[src/rtl/mem_port_arbiter_if.sv]
// rtl/mem_port_arbiter_if.sv - IF/LS/memory bundle for the shared data-memory port arbiter
//
// Purpose: carries every request, grant, response and memory-side signal of
// mem_port_arbiter so the arbiter and its environment connect through one port.
//
// Signals:
//   if_req, if_addr                    instruction-fetch read request
//   if_gnt, if_rvalid, if_rdata        IF grant and read response
//   ls_req, ls_we, ls_addr, ls_wdata,
//   ls_mask, ls_kill                   load/store request
//   ls_gnt, ls_rvalid, ls_rdata        LS grant and read response
//   mem_addr, mem_wdata, mem_mask,
//   mem_read, mem_write                memory issue side
//   mem_rdata                          memory read data
//
// Modports:
//   slave  - the arbiter (consumes requests and mem_rdata)
//   master - the requesters plus memory model (drives requests and mem_rdata)

interface mem_port_arbiter_if;
    logic        if_req;
    logic [31:0] if_addr;
    logic        if_gnt;
    logic        if_rvalid;
    logic [31:0] if_rdata;

    logic        ls_req;
    logic        ls_we;
    logic [31:0] ls_addr;
    logic [31:0] ls_wdata;
    logic [3:0]  ls_mask;
    logic        ls_kill;
    logic        ls_gnt;
    logic        ls_rvalid;
    logic [31:0] ls_rdata;

    logic [31:0] mem_addr;
    logic [31:0] mem_wdata;
    logic [3:0]  mem_mask;
    logic        mem_read;
    logic        mem_write;
    logic [31:0] mem_rdata;

    modport slave (
        input  if_req, if_addr,
        output if_gnt, if_rvalid, if_rdata,
        input  ls_req, ls_we, ls_addr, ls_wdata, ls_mask, ls_kill,
        output ls_gnt, ls_rvalid, ls_rdata,
        output mem_addr, mem_wdata, mem_mask, mem_read, mem_write,
        input  mem_rdata
    );

    modport master (
        output if_req, if_addr,
        input  if_gnt, if_rvalid, if_rdata,
        output ls_req, ls_we, ls_addr, ls_wdata, ls_mask, ls_kill,
        input  ls_gnt, ls_rvalid, ls_rdata,
        input  mem_addr, mem_wdata, mem_mask, mem_read, mem_write,
        output mem_rdata
    );
endinterface

[src/rtl/mem_port_arbiter.sv]
// rtl/mem_port_arbiter.sv - shares one data-memory port between instruction fetch and load/store
//
// Purpose: grants at most one request per cycle (LS priority, with a
// starvation guard that lets IF through after STARVE_LIMIT consecutive
// denied cycles) and steers each read response back to the requester that
// issued it, using a READ_LATENCY-deep {valid, owner} tag pipeline.
//
// Ports:
//   clk  - system clock, all state updates on the rising edge
//   rst  - synchronous, active-high reset; forces every output to 0
//   bus  - mem_port_arbiter_if.slave: IF/LS requests, grants, responses
//          and the memory issue/return signals
//
// Parameters:
//   READ_LATENCY - cycles from mem_read issue to valid mem_rdata (1..4)
//   STARVE_LIMIT - denied IF cycles before IF wins a contended cycle (1..15)

module mem_port_arbiter #(
    parameter int READ_LATENCY = 1,
    parameter int STARVE_LIMIT = 4
) (
    input  logic                clk,
    input  logic                rst,
    mem_port_arbiter_if.slave   bus
);

    localparam logic [3:0] STARVE_LIM = 4'(STARVE_LIMIT);

    logic [3:0]              starve_q, starve_d;
    logic [READ_LATENCY-1:0] vld_q, vld_d;
    // Owner bit per tag stage: 1 = LS, 0 = IF.
    logic [READ_LATENCY-1:0] own_q, own_d;

    logic if_win;
    logic ls_win;
    logic issue_read;
    logic ret_vld;
    logic ret_ls;

    // Arbitration. Requests are ignored while rst is high, which also keeps
    // every combinational output at 0 during reset.
    always_comb begin
        if_win = 1'b0;
        ls_win = 1'b0;
        if (!rst) begin
            if (bus.if_req && (!bus.ls_req || (starve_q == STARVE_LIM))) begin
                if_win = 1'b1;
            end else if (bus.ls_req) begin
                ls_win = 1'b1;
            end
        end
    end

    assign issue_read = if_win | (ls_win & ~bus.ls_we);

    assign bus.if_gnt    = if_win;
    assign bus.ls_gnt    = ls_win;
    assign bus.mem_read  = issue_read;
    // A killed store is still granted so the LS unit retires it, but it
    // never reaches memory.
    assign bus.mem_write = ls_win & bus.ls_we & ~bus.ls_kill;
    assign bus.mem_mask  = (ls_win & bus.ls_we) ? bus.ls_mask : 4'b0000;
    assign bus.mem_wdata = ls_win ? bus.ls_wdata : 32'h0000_0000;

    always_comb begin
        bus.mem_addr = 32'h0000_0000;
        if (if_win) begin
            bus.mem_addr = {bus.if_addr[31:2], 2'b00};
        end else if (ls_win) begin
            bus.mem_addr = {bus.ls_addr[31:2], 2'b00};
        end
    end

    // Starvation counter: counts consecutive cycles in which IF asked and
    // lost, saturating at the limit so IF wins the next contended cycle.
    always_comb begin
        starve_d = starve_q;
        if (!bus.if_req || if_win) begin
            starve_d = 4'd0;
        end else if (starve_q < STARVE_LIM) begin
            starve_d = starve_q + 4'd1;
        end
    end

    // Read tag pipeline: stage 0 captures the issue, the last stage lines
    // up with mem_rdata. Stores and idle cycles push an invalid entry.
    always_comb begin
        vld_d    = '0;
        own_d    = '0;
        vld_d[0] = issue_read;
        own_d[0] = ls_win;
        for (int i = 1; i < READ_LATENCY; i++) begin
            vld_d[i] = vld_q[i-1];
            own_d[i] = own_q[i-1];
        end
    end

    always_ff @(posedge clk) begin
        if (rst) begin
            starve_q <= 4'd0;
            vld_q    <= '0;
            own_q    <= '0;
        end else begin
            starve_q <= starve_d;
            vld_q    <= vld_d;
            own_q    <= own_d;
        end
    end

    // Response steering. Gating with rst keeps rvalid low in the reset
    // cycle itself; the pipeline is cleared at the end of it.
    assign ret_vld = vld_q[READ_LATENCY-1] & ~rst;
    assign ret_ls  = own_q[READ_LATENCY-1];

    assign bus.if_rvalid = ret_vld & ~ret_ls;
    assign bus.ls_rvalid = ret_vld &  ret_ls;
    assign bus.if_rdata  = bus.if_rvalid ? bus.mem_rdata : 32'h0000_0000;
    assign bus.ls_rdata  = bus.ls_rvalid ? bus.mem_rdata : 32'h0000_0000;

    // Byte-offset bits are dropped on purpose: the memory is word addressed.
    logic unused_addr_bits;
    assign unused_addr_bits = ^{bus.if_addr[1:0], bus.ls_addr[1:0]};

endmodule

[src/flat_wrapper.sv]
// flat-port wrapper written by rule: the top's interface ports become plain ports
module mem_port_arbiter_flat 
#(
    parameter int READ_LATENCY = 1,
    parameter int STARVE_LIMIT = 4
)
  (clk, rst, bus_if_req, bus_if_addr, bus_if_gnt, bus_if_rvalid, bus_if_rdata, bus_ls_req, bus_ls_we, bus_ls_addr, bus_ls_wdata, bus_ls_mask, bus_ls_kill, bus_ls_gnt, bus_ls_rvalid, bus_ls_rdata, bus_mem_addr, bus_mem_wdata, bus_mem_mask, bus_mem_read, bus_mem_write, bus_mem_rdata);
  mem_port_arbiter_if bus_i ();
  input  logic clk;
  input  logic rst;
  input wire logic [$bits(bus_i.if_req)-1:0] bus_if_req;
  input wire logic [$bits(bus_i.if_addr)-1:0] bus_if_addr;
  output wire logic [$bits(bus_i.if_gnt)-1:0] bus_if_gnt;
  output wire logic [$bits(bus_i.if_rvalid)-1:0] bus_if_rvalid;
  output wire logic [$bits(bus_i.if_rdata)-1:0] bus_if_rdata;
  input wire logic [$bits(bus_i.ls_req)-1:0] bus_ls_req;
  input wire logic [$bits(bus_i.ls_we)-1:0] bus_ls_we;
  input wire logic [$bits(bus_i.ls_addr)-1:0] bus_ls_addr;
  input wire logic [$bits(bus_i.ls_wdata)-1:0] bus_ls_wdata;
  input wire logic [$bits(bus_i.ls_mask)-1:0] bus_ls_mask;
  input wire logic [$bits(bus_i.ls_kill)-1:0] bus_ls_kill;
  output wire logic [$bits(bus_i.ls_gnt)-1:0] bus_ls_gnt;
  output wire logic [$bits(bus_i.ls_rvalid)-1:0] bus_ls_rvalid;
  output wire logic [$bits(bus_i.ls_rdata)-1:0] bus_ls_rdata;
  output wire logic [$bits(bus_i.mem_addr)-1:0] bus_mem_addr;
  output wire logic [$bits(bus_i.mem_wdata)-1:0] bus_mem_wdata;
  output wire logic [$bits(bus_i.mem_mask)-1:0] bus_mem_mask;
  output wire logic [$bits(bus_i.mem_read)-1:0] bus_mem_read;
  output wire logic [$bits(bus_i.mem_write)-1:0] bus_mem_write;
  input wire logic [$bits(bus_i.mem_rdata)-1:0] bus_mem_rdata;
  assign bus_i.if_req = bus_if_req;
  assign bus_i.if_addr = bus_if_addr;
  assign bus_if_gnt = bus_i.if_gnt;
  assign bus_if_rvalid = bus_i.if_rvalid;
  assign bus_if_rdata = bus_i.if_rdata;
  assign bus_i.ls_req = bus_ls_req;
  assign bus_i.ls_we = bus_ls_we;
  assign bus_i.ls_addr = bus_ls_addr;
  assign bus_i.ls_wdata = bus_ls_wdata;
  assign bus_i.ls_mask = bus_ls_mask;
  assign bus_i.ls_kill = bus_ls_kill;
  assign bus_ls_gnt = bus_i.ls_gnt;
  assign bus_ls_rvalid = bus_i.ls_rvalid;
  assign bus_ls_rdata = bus_i.ls_rdata;
  assign bus_mem_addr = bus_i.mem_addr;
  assign bus_mem_wdata = bus_i.mem_wdata;
  assign bus_mem_mask = bus_i.mem_mask;
  assign bus_mem_read = bus_i.mem_read;
  assign bus_mem_write = bus_i.mem_write;
  assign bus_i.mem_rdata = bus_mem_rdata;
  mem_port_arbiter #(.READ_LATENCY(READ_LATENCY), .STARVE_LIMIT(STARVE_LIMIT)) u_core (.clk(clk), .rst(rst), .bus(bus_i));
endmodule
[config.mk]
export PLATFORM = sky130hd
export DESIGN_NAME = mem_port_arbiter_flat
export DESIGN_NICKNAME = d
export VERILOG_FILES = /design/src/rtl/mem_port_arbiter_if.sv /design/src/rtl/mem_port_arbiter.sv /design/src/flat_wrapper.sv
export SDC_FILE = /design/constraint.sdc
export NUM_CORES = 1
export LEC_CHECK = 0
export CAP_MARGIN = 20
export CORE_AREA = 10 10 100 102
export CTS_CLUSTER_SIZE = 24
export DETAILED_ROUTE_END_ITERATION = 7
export DIE_AREA = 0 0 110 112
export DONT_BUFFER_PORTS = 1
export PLACE_DENSITY = 0.36
export SLEW_MARGIN = 20
export SYNTH_ARGS = -nofsm -noshare
export SYNTH_HDL_FRONTEND = slang
export SYNTH_SLANG_ARGS = --single-unit
[constraint.sdc]
create_clock -name clk -period 3.75 [get_ports clk]
set_input_delay 0.75 -clock clk [delete_from_list [all_inputs] [get_ports clk]]
set_output_delay 0.75 -clock clk [all_outputs]
set_load 0.03 [all_outputs]
==> results of run 1 <==
[cells by family (layout without fill, tap and decap cells)]
kind of cell | count (synthesis) | count (layout) | share of synthesized area
AND/OR/NAND/NOR | 112 | 112 | 0.545
AO/OA/AOI/OAI | 36 | 36 | 0.244
buffers and inverters | 22 | 11 | 0.0811
flip-flops | 6 | 6 | 0.0927
adder cells (fa/ha/maj) | 2 | 2 | 0.0193
other | 1 | 3 | 0.00289
XOR/XNOR | 1 | 1 | 0.00676
multiplexers | 1 | 1 | 0.00772
[layout make-up]
type,instances,area [um^2]
fill,890,6600
multi-input combinational,154,1100
tap,105,131
sequential,6,120
timing repair buffer,4,42.5
clock buffer,3,41.3
inverter,4,15.0
antenna,1,2.50
[cell usage in the layout (no fill, tap or decap), drive strengths merged]
master  count
and2       96
a22o       30
dfxtp       6
inv         4
and3        4
nor3        4
buf         4
clkbuf      3
nand2b      2
a21o        2
ha          2
conb        2
a41oi       2
nor3b       2
a21oi       2
diode       1
and3b       1
nand3b      1
nand2       1
nor2        1
xnor2       1
mux2i       1
[metrics by stage]
| stage | instances | power [mW] | setup WS [ps] | hold WS [ps] |
|---|---|---|---|---|
| final | 277 | 0.353 | 800 | 546 |
| after global routing | 277 | 0.370 | 652 | 597 |
| after CTS | 276 | 0.360 | 772 | 548 |
| after detailed placement | 273 | 0.257 | 854 | 541 |
| after global placement | 273 | 0.258 | 865 | 540 |
| after floorplan | 182 | 0.238 | 1180 | 498 |
[power by group through the flow]
stage | clock network [mW] | logic, mW | registers, mW
CTS | 0.104 | 0.189 | 0.0675
detailed placement | 0 | 0.188 | 0.0685
finish | 0.100 | 0.185 | 0.0675
floorplan | 0 | 0.170 | 0.0679
global route | 0.107 | 0.195 | 0.0677
global placement | 0 | 0.189 | 0.0684
[sequential cells by signal, indices dropped and copies added, names as in the netlist]
register,cells
u_core.own_q,1
u_core.starve_q,4
u_core.vld_q,1
[worst register-to-register path: cells and delay by family (launching register included)]
family,cells,cell delay (ps)
fa+ha+maj,1,240
simple gates,1,170
flops,1,330
compound gates,2,870
buf+inv,1,70
[per-layer routing]
layer	GRT usage	wire length [um]
met2	0.198	3920
met5	0	0
met4	0.0182	64
met1	0.0867	2260
met3	0.0398	1200
[worst max path at each step]
stage | from | end | slack [ps] | depth (start not counted)
floorplan | rst | bus_if_rdata[22] | 1180 | 3
global placement | rst | bus_mem_addr[8] | 870 | 3
detailed placement | rst | bus_mem_addr[8] | 850 | 3
CTS | u_core.starve_q[0]$_SDFFE_PP0N_ | bus_mem_addr[8] | 770 | 5
global route | u_core.starve_q[0]$_SDFFE_PP0N_ | bus_mem_addr[8] | 650 | 5
finish | u_core.starve_q[0]$_SDFFE_PP0N_ | bus_mem_addr[8] | 800 | 5
==> flow_summary_export.csv, run 1 <==
group,metric,value,unit
final_layout,final_area,1450,um^2
worst_setup_path,cp.required,3000,ps
worst_setup_path,end_kind,"primary output",
worst_setup_path,cp_slowest_cell,"a21oi_4",
sta,worst_pin_slew,878,ps
global_route,overflow,0,
route,drcViolationCount,0,
synthesis,netlist_instances,181,
die,die_area,12300,um^2
power_and_ir_drop,intPower,174,uW
sta,maxSlewViolCount,0,
clock_tree,clk_latency,230,ps
worst_setup_path,critical_path.top_delay_family,"compound AO/OA/AOI/OAI gates",
clock_tree,tritoncts,"done",
die,rows,33,
die,die_w,110,um
placement,hpwl,6.76,mm
synthesis,synth_edf_count,0,
die,core,8050,um^2
synthesis,seq_area_frac_synth,0.0927,
placement,placed_area,1410,um^2
sta,period_share,0.787,
route,drtIter0Drc,87,
synthesis,yosys.area.top_type,"and2_1",
power_and_ir_drop,comb_power_share,0.525,
sta,rsz0062_at_grt,"false",
clock_tree,htreeDepth,1,
sta,finClkSkew,1.33,ps
placement,place_congestion,0.739,
clock_tree,cts_resized,0,
route,ant_nets,0,
synthesis,yosysMostFrequentCell,"and2_1",
worst_setup_path,critical-path-max-stage-delay,690,ps
final_layout,drive_gt1_frac,0.0643,
worst_setup_path,r2r_end,"u_core.vld_q$_SDFF_PP0_",
sta,tns,0,ps
synthesis,synth.top_cells.by_count,"and2_1 (96), a22o_1 (30), buf_2 (9)",
synthesis,syn_area,1300,um^2
synthesis,async_reset_ff_frac,0,
worst_setup_path,start_kind,"register",
synthesis,yosysWarnings,0,
power_and_ir_drop,swShare,0.508,
final_layout,fin_nets,313,
global_route,antenna_found_initial,1,
global_route,grt_pass1_wl,9.70,mm
synthesis,syn_area_per_cell,7.16,um^2
synthesis,yosysTopAreaCellShare,0.463,
min_path,hold_depth,2,
die,start_util,0.161,
power_and_ir_drop,leakage,0.601,nW
synthesis,ys.flop_type,"dfxtp_1",
clock_tree,postCtsSetupBuffers,0,
power_and_ir_drop,ir_drop,85.5,uV
sta,hold_violations,0,
sta,fmax,339,MHz
clock_tree,holdBufCountCts,0,
clock_tree,cts-root-buf,"clkbuf_8",
clock_tree,cts_made_buffers,3,
final_layout,final_util,0.180,
run_status,status,"completed",
route,dr.pass1.iters,4,
route,via_per_inst,5.08,
min_path,min_from,"u_core.starve_q[1]$_SDFFE_PP0N_",
synthesis,synth_cell_types,24,
power_and_ir_drop,power_density,243,nW/um^2
synthesis,synth_area_leaders,"and2_1 (46%), a22o_1 (20%), dfxtp_1 (9.3%)",
clock_tree,clock_sinks,6,
worst_setup_path,worst-path-buf-inv,1,
sta,max-slew-margin-rel,0.414,
die,ioPinCount,276,
sta,finalSetupViolations,0,
final_layout,area_growth,12.1,%
worst_setup_path,rr_startpoint,"u_core.starve_q[0]$_SDFFE_PP0N_",
die,die_h,112,um
route,drt_wl_total,7.45,mm
clock_tree,clkSlewWorstSetupHoldPaths,40,ps
min_path,whs_endpoint,"u_core.starve_q[1]$_SDFFE_PP0N_",
worst_setup_path,arrival,2200,ps
sta,min_period,2950,ps
worst_setup_path,path_class,"register to primary output",
placement,io_buffers,0,
worst_setup_path,cp_cell_sequence,"inv_1 > ha_1 > nand3b_1 > a21oi_4 > a22o_1",
min_path,min_path_type,"register to register",
global_route,grt_pass1_vias,1560,
worst_setup_path,cp_max_fo,33,
global_route,grt_max_degree,71,
global_route,globalRouteTotalUtil,0.0983,
worst_setup_path,reg2reg_slack,2020,ps
power_and_ir_drop,switching_power,179,uW
route,vias,1407,
worst_setup_path,rr_worst_depth,5,
run,cap_violations,0,
power_and_ir_drop,clockPowerShare,0.283,
power_and_ir_drop,seqPwrFrac,0.191,
route,avgRoutedWirePerCell,26.9,um
clock_tree,clk_path_buf_depth,2,
synthesis,synth-seq-cells,6,
Note: power is estimated with default switching activity, not from simulation.
==> run 2, diff against run 1 <==
--- a/config.mk
+++ b/config.mk
@@ -6,12 +6,12 @@
 export NUM_CORES = 1
 export LEC_CHECK = 0
 export CAP_MARGIN = 20
-export CORE_AREA = 10 10 100 102
+export CORE_AREA = 10 10 99 101
 export CTS_CLUSTER_SIZE = 24
 export DETAILED_ROUTE_END_ITERATION = 7
-export DIE_AREA = 0 0 110 112
+export DIE_AREA = 0 0 109 111
 export DONT_BUFFER_PORTS = 1
-export PLACE_DENSITY = 0.36
+export PLACE_DENSITY = 0.37
 export SLEW_MARGIN = 20
 export SYNTH_ARGS = -nofsm -noshare
 export SYNTH_HDL_FRONTEND = slang
==> constraint.sdc (replaced) <==
create_clock -name clk -period 2.6 [get_ports clk]
set_input_delay 0.52 -clock clk [delete_from_list [all_inputs] [get_ports clk]]
set_output_delay 0.52 -clock clk [all_outputs]
set_load 0.03 [all_outputs]
==> run 2 against run 1 <==
  * Combinational power rose by 54%
  * Routed wire length rose by 0.71%
  * Sequential cell count did not move
  * Register-to-register slack got worse by 850 ps
  * Largest cell class unchanged
  * Die area fell by 1.8%
  * Core utilization rose by 1.3 points
  * Cell count rose by 2.5%
  * Hold slack got worse by 98 ps
  * Via count fell by 2.1%
  * Power rose by 48%
  * Clock power rose by 41%
  * Critical endpoint is now bus_mem_write
==> flow_summary_export.csv, run 2 (synthesis results as in run 1) <==
group,metric,value,unit
run_status,status,"completed",
final_layout,fin_cells,284,
route,dr.pass1.iters,4,
route,avgRoutedWirePerCell,26.4,um
worst_setup_path,path_class,"register to primary output",
run,cap_violations,0,
worst_setup_path,start_kind,"register",
sta,min_period,2380,ps
power_and_ir_drop,clockPowerShare,0.271,
die,die_w,109,um
placement,place_congestion,0.683,
clock_tree,clk_latency,220,ps
power_and_ir_drop,switching_power,261,uW
final_layout,top_regs,"u_core.starve_q: 4 flops, u_core.own_q: 1 flops, u_core.vld_q: 1 flops",
sta,tns,0,ps
sta,rsz0062_at_grt,"false",
die,core,7970,um^2
worst_setup_path,end_kind,"primary output",
power_and_ir_drop,finalPower,523,uW
clock_tree,htreeDepth,1,
clock_tree,cts_resized,0,
power_and_ir_drop,leakage,0.643,nW
final_layout,top_register,"u_core.starve_q",
worst_setup_path,cp_max_fo,53,
sta,hold_violations,0,
route,vias,1377,
global_route,grt_pass1_vias,1536,
sta,finClkSkew,1.54,ps
placement,hpwl,6.97,mm
placement,dp.cells,279,
final_layout,final_cell_mix,"and2_1 (96), a22o_1 (30), buf_4 (6), dfxtp_1 (6)",
route,via_per_inst,4.85,
final_layout,largest_register_ffs,4,
final_layout,area_growth,18.6,%
clock_tree,holdBufCountCts,0,
route,drtIter0Drc,76,
final_layout,layout_commonest_cell,"and2_1",
power_and_ir_drop,comb_power_share,0.543,
sta,maxSlewViolCount,0,
route,drcViolationCount,0,
sta,period_share,0.917,
final_layout,fin_nets,319,
die,ioPinCount,276,
sta,fmax,420,MHz
worst_setup_path,cp.required,2080,ps
power_and_ir_drop,swShare,0.499,
power_and_ir_drop,ir_drop,116,uV
clock_tree,postCtsSetupBuffers,0,
die,die_area,12100,um^2
power_and_ir_drop,power_density,340,nW/um^2
min_path,min_path_type,"input port to register",
power_and_ir_drop,seqPwrFrac,0.186,
clock_tree,cts_made_buffers,3,
die,die_h,111,um
global_route,grt_max_degree,54,
die,rows,33,
route,ant_nets,0,
clock_tree,cts-root-buf,"clkbuf_8",
clock_tree,clk_path_buf_depth,2,
global_route,globalRouteTotalUtil,0.104,
clock_tree,tritoncts,"done",
power_and_ir_drop,intPower,262,uW
worst_setup_path,arrival,1860,ps
die,start_util,0.163,
clock_tree,clkSlewWorstSetupHoldPaths,40,ps
route,drt_wl_total,7.50,mm
global_route,grt_pass1_wl,10.0,mm
global_route,overflow,0,
clock_tree,clock_sinks,6,
global_route,antenna_found_initial,2,
final_layout,drive_gt1_frac,0.0960,
sta,finalSetupViolations,0,
placement,io_buffers,0,
## run 2: cell count changes in the layout (fill, tap and decap cells not counted)
cell / change
buf_12: +3
buf_4: +3
diode_2: +1
## run 2: worst paths after layout
kind                                         from                         endpoint  slack (ps)  cells after the start
setup / recovery  u_core.starve_q[0]$_SDFFE_PP0N_                    bus_mem_write         220                      6
hold / removal                         bus_if_req          u_core.own_q$_SDFF_PP0_         450                      1
setup reg to reg  u_core.starve_q[0]$_SDFFE_PP0N_          u_core.vld_q$_SDFF_PP0_        1170                      5
hold reg to reg   u_core.starve_q[1]$_SDFFE_PP0N_  u_core.starve_q[1]$_SDFFE_PP0N_         560                      2
## run 2: stage by stage
| stage | cell area, um^2 | hold slack [ps] | setup WS, ps | utilization |
|---|---|---|---|---|
| CTS | 1530 | 448 | 205 | 0.192 |
| finish | 1540 | 448 | 216 | 0.193 |
| detailed placement | 1490 | 550 | 444 | 0.187 |
| floorplan | 1300 | 498 | 491 | - |
| global placement | 1490 | 534 | 460 | 0.187 |
| global route | 1540 | 460 | 128 | 0.193 |
## run 2: power groups by stage
stage	Combinational (mW)	Sequential, mW	Clock (mW)
floorplan	0.245	0.0980	0
detailed placement	0.291	0.0987	0
CTS	0.291	0.0973	0.144
finish	0.284	0.0973	0.141
global placement	0.291	0.0987	0
global route	0.300	0.0977	0.151
## run 2: layer usage
layer  part of all wire  vias up  track usage
li1                   -      601            -
met1               0.30      601       0.0903
met2               0.53      171        0.208
met3               0.17        4       0.0547
met4             0.0031        0       0.0106
met5                  0        -            0
## run 2: final cells by class
class                           instances  area, um^2
Inverter                                4        15.0
Fill cell                             892        6430
Clock buffer                            3        41.3
Sequential cell                         6         120
Multi-Input combinational cell        154        1100
Tap cell                              105         131
Antenna cell                            2        5.00
Timing Repair Buffer                   10         125
## run 2: critical path, stage by stage, from the launching register on
cell	delay, ps
dfxtp_1	360
inv_1	60
ha_1	250
a41oi_4	260
buf_12	230
nor3b_2	240
buf_4	200
